## config.mk

```make
export PLATFORM = sky130hd
export DESIGN_NAME = ring_phase_monitor
export DESIGN_NICKNAME = d
export VERILOG_FILES = /design/src/rtl/ring_mon_pkg.sv /design/src/rtl/onehot_enc4.sv /design/src/rtl/ring_phase_monitor.sv
export SDC_FILE = /design/constraint.sdc
export NUM_CORES = 1
export LEC_CHECK = 0
export ABC_AREA = 1
export CAP_MARGIN = 20
export CELL_PAD_IN_SITES_DETAIL_PLACEMENT = 2
export CELL_PAD_IN_SITES_GLOBAL_PLACEMENT = 2
export CORE_MARGIN = 2
export CORE_UTILIZATION = 29
export CTS_CLUSTER_SIZE = 14
export DETAILED_ROUTE_END_ITERATION = 16
export PLACE_DENSITY = 0.74
export SLEW_MARGIN = 40
export SYNTH_ARGS = -nofsm -noshare
export SYNTH_HDL_FRONTEND = slang
export SYNTH_SLANG_ARGS = --single-unit
```

## constraint.sdc

```tcl
create_clock -name clk -period 1.9 [get_ports clk]
set_input_delay 0.38 -clock clk [delete_from_list [all_inputs] [get_ports clk]]
set_output_delay 0.38 -clock clk [all_outputs]
set_load 0.02 [all_outputs]
```

## src/rtl/ring_mon_pkg.sv

```systemverilog
// Shared encodings for the ring phase monitor: FSM states and ring width.
package ring_mon_pkg;

    localparam int RING_W = 4;

    typedef enum logic [1:0] {
        SEARCH = 2'b00,
        LOCKED = 2'b01,
        FAULT  = 2'b10
    } state_t;

endpackage

```

## src/rtl/onehot_enc4.sv

```systemverilog
// Purpose: encode a 4-bit phase vector into index plus one-hot/zero qualifiers.
// Latency: purely combinational.
// Backpressure: none.
module onehot_enc4
    import ring_mon_pkg::*;
(
    input  logic [RING_W-1:0] vec,
    output logic [1:0]        idx,
    output logic              is_onehot,
    output logic              is_zero
);

    always_comb begin
        idx = 2'd0;
        for (int i = 0; i < RING_W; i++) begin
            if (vec[i]) idx = 2'(i);
        end
    end

    // A value with exactly one bit set has no bits left after clearing the lowest one.
    assign is_zero   = (vec == '0);
    assign is_onehot = !is_zero && ((vec & (vec - 4'd1)) == '0);

endmodule

```

## src/rtl/ring_phase_monitor.sv

```systemverilog
// Purpose: lock onto an upstream 4-bit ring counter, track phase/rotations, flag faults.
// Latency: ring_in sampled at edge N is reflected on outputs after edge N+1.
// Backpressure: none; ring_in is accepted every cycle, an upstream stall is a legal hold.
module ring_phase_monitor
    import ring_mon_pkg::*;
#(
    parameter int ROT_W = 8
) (
    input  logic              clk,
    input  logic              reset,
    input  logic [RING_W-1:0] ring_in,
    input  logic              clr_err,
    output logic [1:0]        phase,
    output logic              phase_valid,
    output logic [ROT_W-1:0]  rot_count,
    output logic              rot_tick,
    output logic              err_onehot,
    output logic              err_seq,
    output logic [1:0]        fsm_state
);

    logic [RING_W-1:0] ring_q;
    state_t            state_q, state_d;
    logic [1:0]        phase_q, phase_d;
    logic [ROT_W-1:0]  rot_q, rot_d;
    logic              tick_q, tick_d;
    logic              eoh_q, eoh_d;
    logic              eseq_q, eseq_d;

    logic [1:0] enc_idx;
    logic       enc_onehot;
    logic       enc_zero;

    onehot_enc4 u_enc (
        .vec       (ring_q),
        .idx       (enc_idx),
        .is_onehot (enc_onehot),
        .is_zero   (enc_zero)
    );

    always_ff @(posedge clk or negedge reset) begin
        if (!reset) begin
            ring_q  <= '0;
            state_q <= SEARCH;
            phase_q <= 2'd0;
            rot_q   <= '0;
            tick_q  <= 1'b0;
            eoh_q   <= 1'b0;
            eseq_q  <= 1'b0;
        end else begin
            ring_q  <= ring_in;
            state_q <= state_d;
            phase_q <= phase_d;
            rot_q   <= rot_d;
            tick_q  <= tick_d;
            eoh_q   <= eoh_d;
            eseq_q  <= eseq_d;
        end
    end

    // Clear is applied first so a newly detected error below overrides it.
    always_comb begin
        state_d = state_q;
        phase_d = phase_q;
        rot_d   = rot_q;
        tick_d  = 1'b0;
        eoh_d   = clr_err ? 1'b0 : eoh_q;
        eseq_d  = clr_err ? 1'b0 : eseq_q;

        unique case (state_q)
            SEARCH: begin
                if (enc_onehot) begin
                    phase_d = enc_idx;
                    state_d = LOCKED;
                end else if (!enc_zero) begin
                    eoh_d = 1'b1;
                end
            end
            LOCKED: begin
                if (enc_onehot && (enc_idx == phase_q)) begin
                    phase_d = phase_q;
                end else if (enc_onehot && (enc_idx == phase_q + 2'd1)) begin
                    phase_d = enc_idx;
                    if (phase_q == 2'd3) begin
                        rot_d  = rot_q + ROT_W'(1);
                        tick_d = 1'b1;
                    end
                end else if (enc_onehot) begin
                    eseq_d  = 1'b1;
                    state_d = FAULT;
                end else begin
                    eoh_d   = 1'b1;
                    state_d = FAULT;
                end
            end
            FAULT: begin
                if (clr_err) state_d = SEARCH;
            end
            default: state_d = SEARCH;
        endcase
    end

    assign phase       = phase_q;
    assign phase_valid = (state_q == LOCKED);
    assign rot_count   = rot_q;
    assign rot_tick    = tick_q;
    assign err_onehot  = eoh_q;
    assign err_seq     = eseq_q;
    assign fsm_state   = state_q;

endmodule

```

==> impl_metrics.env <==
export IMPL_crit_slowest_cell="clkdlybuf4s50_1"
export IMPL_fmax_ghz=0.5442
export IMPL_antenna_found_initial=0
export IMPL_via_per_inst=4.655
export IMPL_cp_data_required_time_ps=1520
export IMPL_wl_per_cell_um=13.53
export IMPL_final_min_clock_period_ps=1837
export IMPL_finalHoldViolations=0
export IMPL_hpwlAfterDp_um=2112
export IMPL_dieWidth_um=64.52
export IMPL_worstHoldPathType="in -> async"
export IMPL_path_delay_family="buffers and inverters"
export IMPL_critical_path_arrival_ps=1460
export IMPL_core_area_sq_um=3416
export IMPL_tritoncts="done"
export IMPL_multi_input_area_sq_um=529.3
export IMPL_nNetsFinal=158
export IMPL_tns_ps=0
export IMPL_gp_congestion=0.7761
export IMPL_crit_type="reg -> out"
export IMPL_crit_buf_inv=1
export IMPL_final_setup_worst_slack_ps=62.51
export IMPL_slew_viol_final=0
export IMPL_cts_buffers=3
export IMPL_fp_dieArea_sq_um=4163
export IMPL_regArea_sq_um=475.5
export IMPL_leakagePower_nw=0.6196
export IMPL_netlist_area_leader_share=0.4476
export IMPL_synthCells=120
export IMPL_syn_num_nets=129
export IMPL_die_h_um=64.52
export IMPL_num_rows=21
export IMPL_cp_start_kind="flop"
export IMPL_num_vias=903
export IMPL_rsz0062_at_grt="false"
export IMPL_ys_types=24
export IMPL_diodes=0
export IMPL_pre_cts_ws_ps=216.3
export IMPL_htree_levels=1
export IMPL_num_fill_cells=397
export IMPL_p_sw_frac=0.4375
export IMPL_seqPwrFrac=0.355
export IMPL_route_detailed_drc=0
export IMPL_avgSynthCellArea_sq_um=8.852
export IMPL_dr_first_iter_drc_count=22
export IMPL_endpoint_kind="output port"
export IMPL_drt_first_pass_iters=4
export IMPL_cts_hold_buf=0
export IMPL_period_share=0.9671
export IMPL_numPortBuffers=22
export IMPL_power_frac_comb=0.510
export IMPL_relSlewSlack=0.8048
export IMPL_cts_sinks=19
export IMPL_clock_latency_ps=300
export IMPL_synth_top_cell_by_area="dfrtp_1"
export IMPL_total_power_mw=1.589
export IMPL_path_cells="clkdlybuf4s50_1"
export IMPL_crit_fanout=4
export IMPL_grt_max_degree=20
export IMPL_ys_warn_count=0
export IMPL_ys_ff_latch=19
export IMPL_grt_pass1_vias=987
export IMPL_finClkSkew_ps=1.304
export IMPL_synth_area_leaders="dfrtp_1 45%, nand2_1 13%, xnor2_1 4.1%, inv_1 3.5%, nand3_4 3.3%"
export IMPL_clkSlewWorstSetupHoldPaths_ps=110
export IMPL_grt_pass1_wl_um=4774
export IMPL_netlist_area_sq_um=1062
export IMPL_final_layout_size_suffix_gt1_frac=0.1892
export IMPL_vdd_ir_drop_max_mv=0.3537
export IMPL_clockRootBuffer="clkbuf_4"
export IMPL_switching_power_uw=695.2
export IMPL_p_int_uw=894.0
export IMPL_worst_pin_slew_ps=290.5
export IMPL_area_growth_pct=30.03
export IMPL_setup_viol=0
export IMPL_yosysSeqAreaShare=0.4476
export IMPL_p_clk_frac=0.135
export IMPL_cap_violations=0
export IMPL_cts_buffer_depth=2
export IMPL_critPathMaxStageDelay_ps=650
export IMPL_grt_overflow=0
export IMPL_track_usage=0.1485
export IMPL_io_pins=23
export IMPL_power_density_nw_per_um2=1151
export IMPL_initial_core_util=0.3110
export IMPL_status="completed"
export IMPL_wirelength_um=2625
export IMPL_antenna_left=0
==> area by class of cell <==
| cell class | instances | share of cell area |
|---|---|---|
| multi-input cells | 87 | 0.3832 |
| flip-flops and latches | 19 | 0.3442 |
| repair buffers | 24 | 0.1694 |
| inverters | 14 | 0.04167 |
| well taps | 46 | 0.04167 |
| clock buffers | 3 | 0.01630 |
| clock inverters | 1 | 0.003623 |
==> flip-flops by register name, indices dropped and copies added (netlist names) <==
name,cells
ring_q,4
err_seq,1
phase,2
err_onehot,1
rot_tick,1
fsm_state,2
rot_count,8
==> power by group through the flow <==
stage | clock network [mW] | logic, mW | registers, mW
floorplan | 0 | 0.428 | 0.659
global placement | 0 | 0.797 | 0.568
detailed placement | 0 | 0.829 | 0.577
CTS | 0.228 | 0.824 | 0.569
global route | 0.245 | 0.907 | 0.581
finish | 0.214 | 0.811 | 0.564
==> cell usage after synthesis <==
library cell and count:
ha_1 2, nor3_1 2, nor2_8 1, o21bai_2 1, nand4_1 4, clkinv_4 1
inv_1 10, nand2_2 5, nand3_2 3, xor2_2 1, xor2_1 2, xnor2_1 5
o21ai_0 2, o21ai_2 2, dfrtp_1 19, nand2_1 36, nand3_4 2, nand3_1 6
nor2_2 1, nand2_4 1, o21ai_1 4, nor2_1 6, nor2_4 1, inv_2 3
==> layer usage <==
metal	share of wire	GRT usage	vias up	routed length, um
li1	-	-	439	-
met4	0.0088	0.05319	0	23
met2	0.52	0.2552	22	1358
met1	0.43	0.1836	438	1123
met5	0	0	-	0
met3	0.046	0.03125	4	120
==> worst paths after layout <==
| path | cells after the start | slack [ps] | from | to |
|---|---|---|---|---|
| max | 1 | 60 | fsm_state[1] | fsm_state[1] |
| min | 2 | 400 | reset | err_seq |
| max reg2reg | 10 | 260 | phase[1] | rot_count[5] |
| min reg2reg | 2 | 500 | err_onehot | err_onehot |
| max in group asynchronous | 2 | 1300 | reset | rot_count[4] |
| min in group clk | 1 | 500 | ring_in[0] | ring_q[0] |
==> cells in the final DEF (no fill, tap or decap), types with 4 or more instances in the layout <==
| cell type | netlist | final |
|---|---|---|
| nand2_2 | 5 | 5 |
| nand3_1 | 6 | 6 |
| o21ai_1 | 4 | 4 |
| xnor2_1 | 5 | 5 |
| clkdlybuf4s50_1 | 0 | 21 |
| nand4_1 | 4 | 4 |
| dfrtp_1 | 19 | 19 |
| nand2_1 | 36 | 36 |
| inv_1 | 10 | 10 |
| nor2_1 | 6 | 6 |
==> cells by family (layout without fill, tap and decap cells) <==
kind of cell	Yosys count	in the layout	share of synthesized area
AO/OA/AOI/OAI	9	9	0.05536
flip-flops	19	19	0.4476
buffers and inverters	14	42	0.05419
XOR/XNOR	8	8	0.07303
AND/OR/NAND/NOR	68	68	0.3463
adder cells (fa/ha/maj)	2	2	0.02355
==> per-stage QoR <==
stage	std cells	area [sq um]	util	hold WS (ps)
after floorplan	120	1062	-	84.41
after global placement	190	1355	0.3967	474.9
after detailed placement	190	1355	0.3967	482.5
after CTS	194	1381	0.4044	405.1
after global routing	194	1381	0.4044	409.8
final	194	1381	0.4044	397.8
==> what timing repair did <==
action,4_1_cts,5_1_grt
setup endpoints to repair,1,0
setup buffers,0,0
gates resized for setup,1,0
(Power assumes the default switching activity.)
